<file path="config.mk">
export PLATFORM = sky130hd
export DESIGN_NAME = sequence_checker_press_timer
export DESIGN_NICKNAME = d
export VERILOG_FILES = /design/src/rtl/sequence_checker_press_timer.sv
export SDC_FILE = /design/constraint.sdc
export NUM_CORES = 1
export LEC_CHECK = 0
export BUFFER_PORTS_ARGS = -buffer_cell sky130_fd_sc_hd__buf_2
export CAP_MARGIN = 40
export CORE_MARGIN = 2
export CORE_UTILIZATION = 51
export DETAILED_ROUTE_END_ITERATION = 10
export PLACE_DENSITY = 0.74
export SLEW_MARGIN = 40
export SYNTH_ARGS = -nofsm -noshare
export SYNTH_HDL_FRONTEND = slang
export SYNTH_SLANG_ARGS = --single-unit
</file>
<file path="constraint.sdc">
create_clock -name clk -period 5.65 [get_ports clk]
set_clock_uncertainty 0.1 [all_clocks]
set_input_delay 0.8475 -clock clk [delete_from_list [all_inputs] [get_ports clk]]
set_output_delay 0.8475 -clock clk [all_outputs]
set_load 0.02 [all_outputs]
</file>
<file path="src/rtl/sequence_checker_press_timer.sv">
// Per-press timeout counter: cleared before each wait, counts while enabled.
module sequence_checker_press_timer #(
  parameter int TIMEOUT_CYCLES = 500000
) (
  input  logic clk,
  input  logic rst_n,
  input  logic clear,
  input  logic enable,
  output logic expired
);
  localparam int CNT_W = $clog2(TIMEOUT_CYCLES);
  // expired marks the cycle whose increment would bring the count to TIMEOUT_CYCLES-1,
  // which makes the LATCH cycle the first of TIMEOUT_CYCLES cycles in the press window
  localparam logic [CNT_W-1:0] LAST_CNT = CNT_W'(TIMEOUT_CYCLES - 2);

  logic [CNT_W-1:0] count_r;

  // wait-cycle counter, saturating at the expiry count
  always_ff @(posedge clk or negedge rst_n) begin
    if (!rst_n) begin
      count_r <= {CNT_W{1'b0}};
    end else if (clear) begin
      count_r <= {CNT_W{1'b0}};
    end else if (enable && (count_r != LAST_CNT)) begin
      count_r <= count_r + CNT_W'(1);
    end
  end

  // expiry flag
  always_comb begin
    if (enable && (count_r == LAST_CNT)) begin
      expired = 1'b1;
    end else begin
      expired = 1'b0;
    end
  end
endmodule

</file>
==> impl_metrics.json <==
{
  "ir_drop_uv": 163,
  "num_rows": 17,
  "gp_congestion": 0.860,
  "antenna_found_initial": 0,
  "nNetsFinal": 135,
  "grt_pass1_vias": 906,
  "nFillCells": 212,
  "switchingPower_w": 0.0000555,
  "crit_slowest_cell": "or4_4",
  "h-tree-depth": 1,
  "period_share_pct": 56.2,
  "synth_top_family_by_area": "simple AND/OR/NAND/NOR gates",
  "synth_seq_area_share_pct": 41.2,
  "syn_area_mm2": 0.00115,
  "yosys.area_share.adder_pct": 2.17,
  "reg.largest.list": "count_r x19",
  "grt_max_degree": 22,
  "cts_sinks": 19,
  "path_delay_family": "simple AND/OR/NAND/NOR gates",
  "num_vias": 954,
  "drc": 0,
  "fmax_ghz": 0.315,
  "crit_fanout": 6,
  "numPortBuffers": 4,
  "setup-tns-final_ns": 0,
  "p_per_area_mw_per_mm2": 192,
  "grt_pass1_wl_um": 3970,
  "drive_gt1_share_pct": 10.9,
  "period_needed_ns": 3.18,
  "synth_top_area_cell": "dfrtp_1",
  "slew_headroom_pct": 71.1,
  "mostFrequentLayoutCell": "dfrtp_1",
  "synth-xor-area-share_pct": 4.56,
  "hold_viol_final": 0,
  "regArea_um2": 475,
  "synthMuxAreaShare_pct": 0.868,
  "dieArea_mm2": 0.00266,
  "timing.hold.ws_ns": 0.358,
  "tightest_slew_ns": 0.430,
  "outcome": "finished, final reports clean",
  "syn-num-nets": 132,
  "syn2layout_area_growth_pct": 1.52,
  "drt_first_pass_iters": 4,
  "cts_tree": "built",
  "ys.flop_type": "dfrtp_1",
  "avgViaCountPerCell": 6.12,
  "p_sw_share_pct": 24.7,
  "multiInputGateArea_um2": 598,
  "crit_chain": "or4_4, or2_1, nor4_1, and2_1, buf_2",
  "initial_core_util_pct": 53.2,
  "power.clock.fraction_pct": 31.1,
  "synth_cells": 126,
  "syn_area_per_cell_um2": 9.16,
  "root_buffer": "clkbuf_4",
  "pin_count": 5,
  "track_usage_pct": 20.0,
  "hp-class": "input pin to asynchronous set/reset pin",
  "slew_viol_final": 0,
  "cp-start-kind": "register",
  "async_reset_ff_share_pct": 100,
  "setup_viol": 0,
  "p_comb_share_pct": 6.5,
  "ctsLongestPathBuffers": 2,
  "path_buf_inv": 1,
  "clk_latency_ns": 0.30,
  "post_cts_resize_count": 0,
  "ys_ff_latch": 19,
  "cts_buffers": 3,
  "rsz0062_at_grt": "no",
  "final_design_area_no_fill_mm2": 0.00117,
  "gr-total-overflow": 0,
  "ys_types": 39,
  "cp.required_ns": 4.70,
  "p_seq_share_pct": 62.4,
  "total_power_w": 0.000225,
  "final_core_util_pct": 54.0,
  "internal_power_w": 0.000169,
  "ys_top_cells_by_area": "dfrtp_1 41%, a21oi_1 4.3%, nand4_1 4.3%",
  "largest_register_ffs": 19,
  "worstSetupPathType": "register to output port",
  "drtIter0Drc": 32,
  "most-common-layout-cells": "19 x dfrtp_1, 10 x nor2_1, 10 x nand2_1, 10 x a21oi_1, 8 x nand4_1",
  "dp_hpwl_um": 1600,
  "synth_compound_area_share_pct": 12.8,
  "synthSimpleGateAreaFrac_pct": 31.5,
  "core-area_mm2": 0.00217,
  "yosysWarnings": 0,
  "max_cap_violations": 0,
  "regMostFlops": "count_r",
  "synth-edff-count": 0,
  "power.leakage_nw": 0.470,
  "cpPeakStageDelay_ns": 0.57,
  "die_x_um": 51.6,
  "dpl-instance-area_mm2": 0.00114,
  "yosysTopAreaCellShare_pct": 41.2,
  "wl_per_cell_um": 14.7,
  "antenna_cells": 0,
  "routed_wl_um": 2300,
  "arrival_ns": 2.23,
  "fp.dieH_um": 51.6,
  "post_cts_buffers": 0,
  "cts_hold_buffers": 0,
  "postRouteAntennaNets": 0,
  "path_clk_slew_ns": 0.11,
  "crit_path_end_kind": "output port"
}
[path summary, 6_finish.rpt]
kind                       slack, ns  depth (start not counted)   startpoint          end
min reg2reg                     0.47                          2  count_r[17]  count_r[17]
min                             0.36                          1        rst_n   count_r[5]
min in group clk                0.47                          2  count_r[17]  count_r[17]
max reg2reg                     3.60                          4  count_r[11]   count_r[1]
max in group asynchronous       4.79                          1        rst_n  count_r[18]
max                             2.47                          5  count_r[11]      expired
[per-layer routing]
| layer | wire (µm) | share of wire, % | track usage, % | up-vias |
|---|---|---|---|---|
| met3 | 60 | 2.6 | 2.59 | 11 |
| met4 | 66 | 2.9 | 8.77 | 0 |
| met5 | 0 | 0 | 0 | - |
| met1 | 1090 | 47 | 27.3 | 454 |
| li1 | - | - | - | 467 |
| met2 | 1090 | 47 | 31.8 | 22 |
[cells in the mapped netlist, drive strengths merged (4+ instances only)]
master,instances
dfrtp,19
a21oi,10
nand2,10
nor2,10
nand4,8
nor3,7
or3,6
nand3,5
o21ai,5
clkbuf,4
inv,4
nor4,4
xnor2,4
[metrics by stage]
step,worst slack (ns),instances
floorplan,3.03,126
global placement,2.93,152
detailed placement,2.86,152
CTS,2.50,156
global route,2.34,156
finish,2.47,156
[cell families after synthesis]
family,after synthesis
buffers and inverters,10
AOI/OAI and AO/OA,23
muxes,1
and+or+nand+nor,65
DFF,19
adders and majority gates,2
xor gates and xnor gates,6
[cell type report]
| class | instances | area share, % |
|---|---|---|
| inverter | 4 | 1.28 |
| multi-input combinational | 97 | 51.1 |
| sequential | 19 | 40.6 |
| clock buffer | 3 | 1.92 |
| timing repair buffer | 4 | 1.71 |
| clock inverter | 1 | 0.427 |
| tap | 28 | 2.99 |
[worst register-to-register path: cells and delay by family, from the launching register on]
kind,cells,cell delay [ns]
simple gates,2,0.85
compound gates,2,0.57
flops,1,0.44
[power by group through the flow]
stage / logic (W) / registers [W] / clock network (W)
finish: 0.0000146 / 0.000140 / 0.0000698
global route: 0.0000167 / 0.000140 / 0.0000747
CTS: 0.0000147 / 0.000140 / 0.0000702
detailed placement: 0.0000147 / 0.000143 / 0
global placement: 0.0000143 / 0.000143 / 0
floorplan: 0.0000105 / 0.000142 / 0
Note: power is estimated with default switching activity, not from simulation.
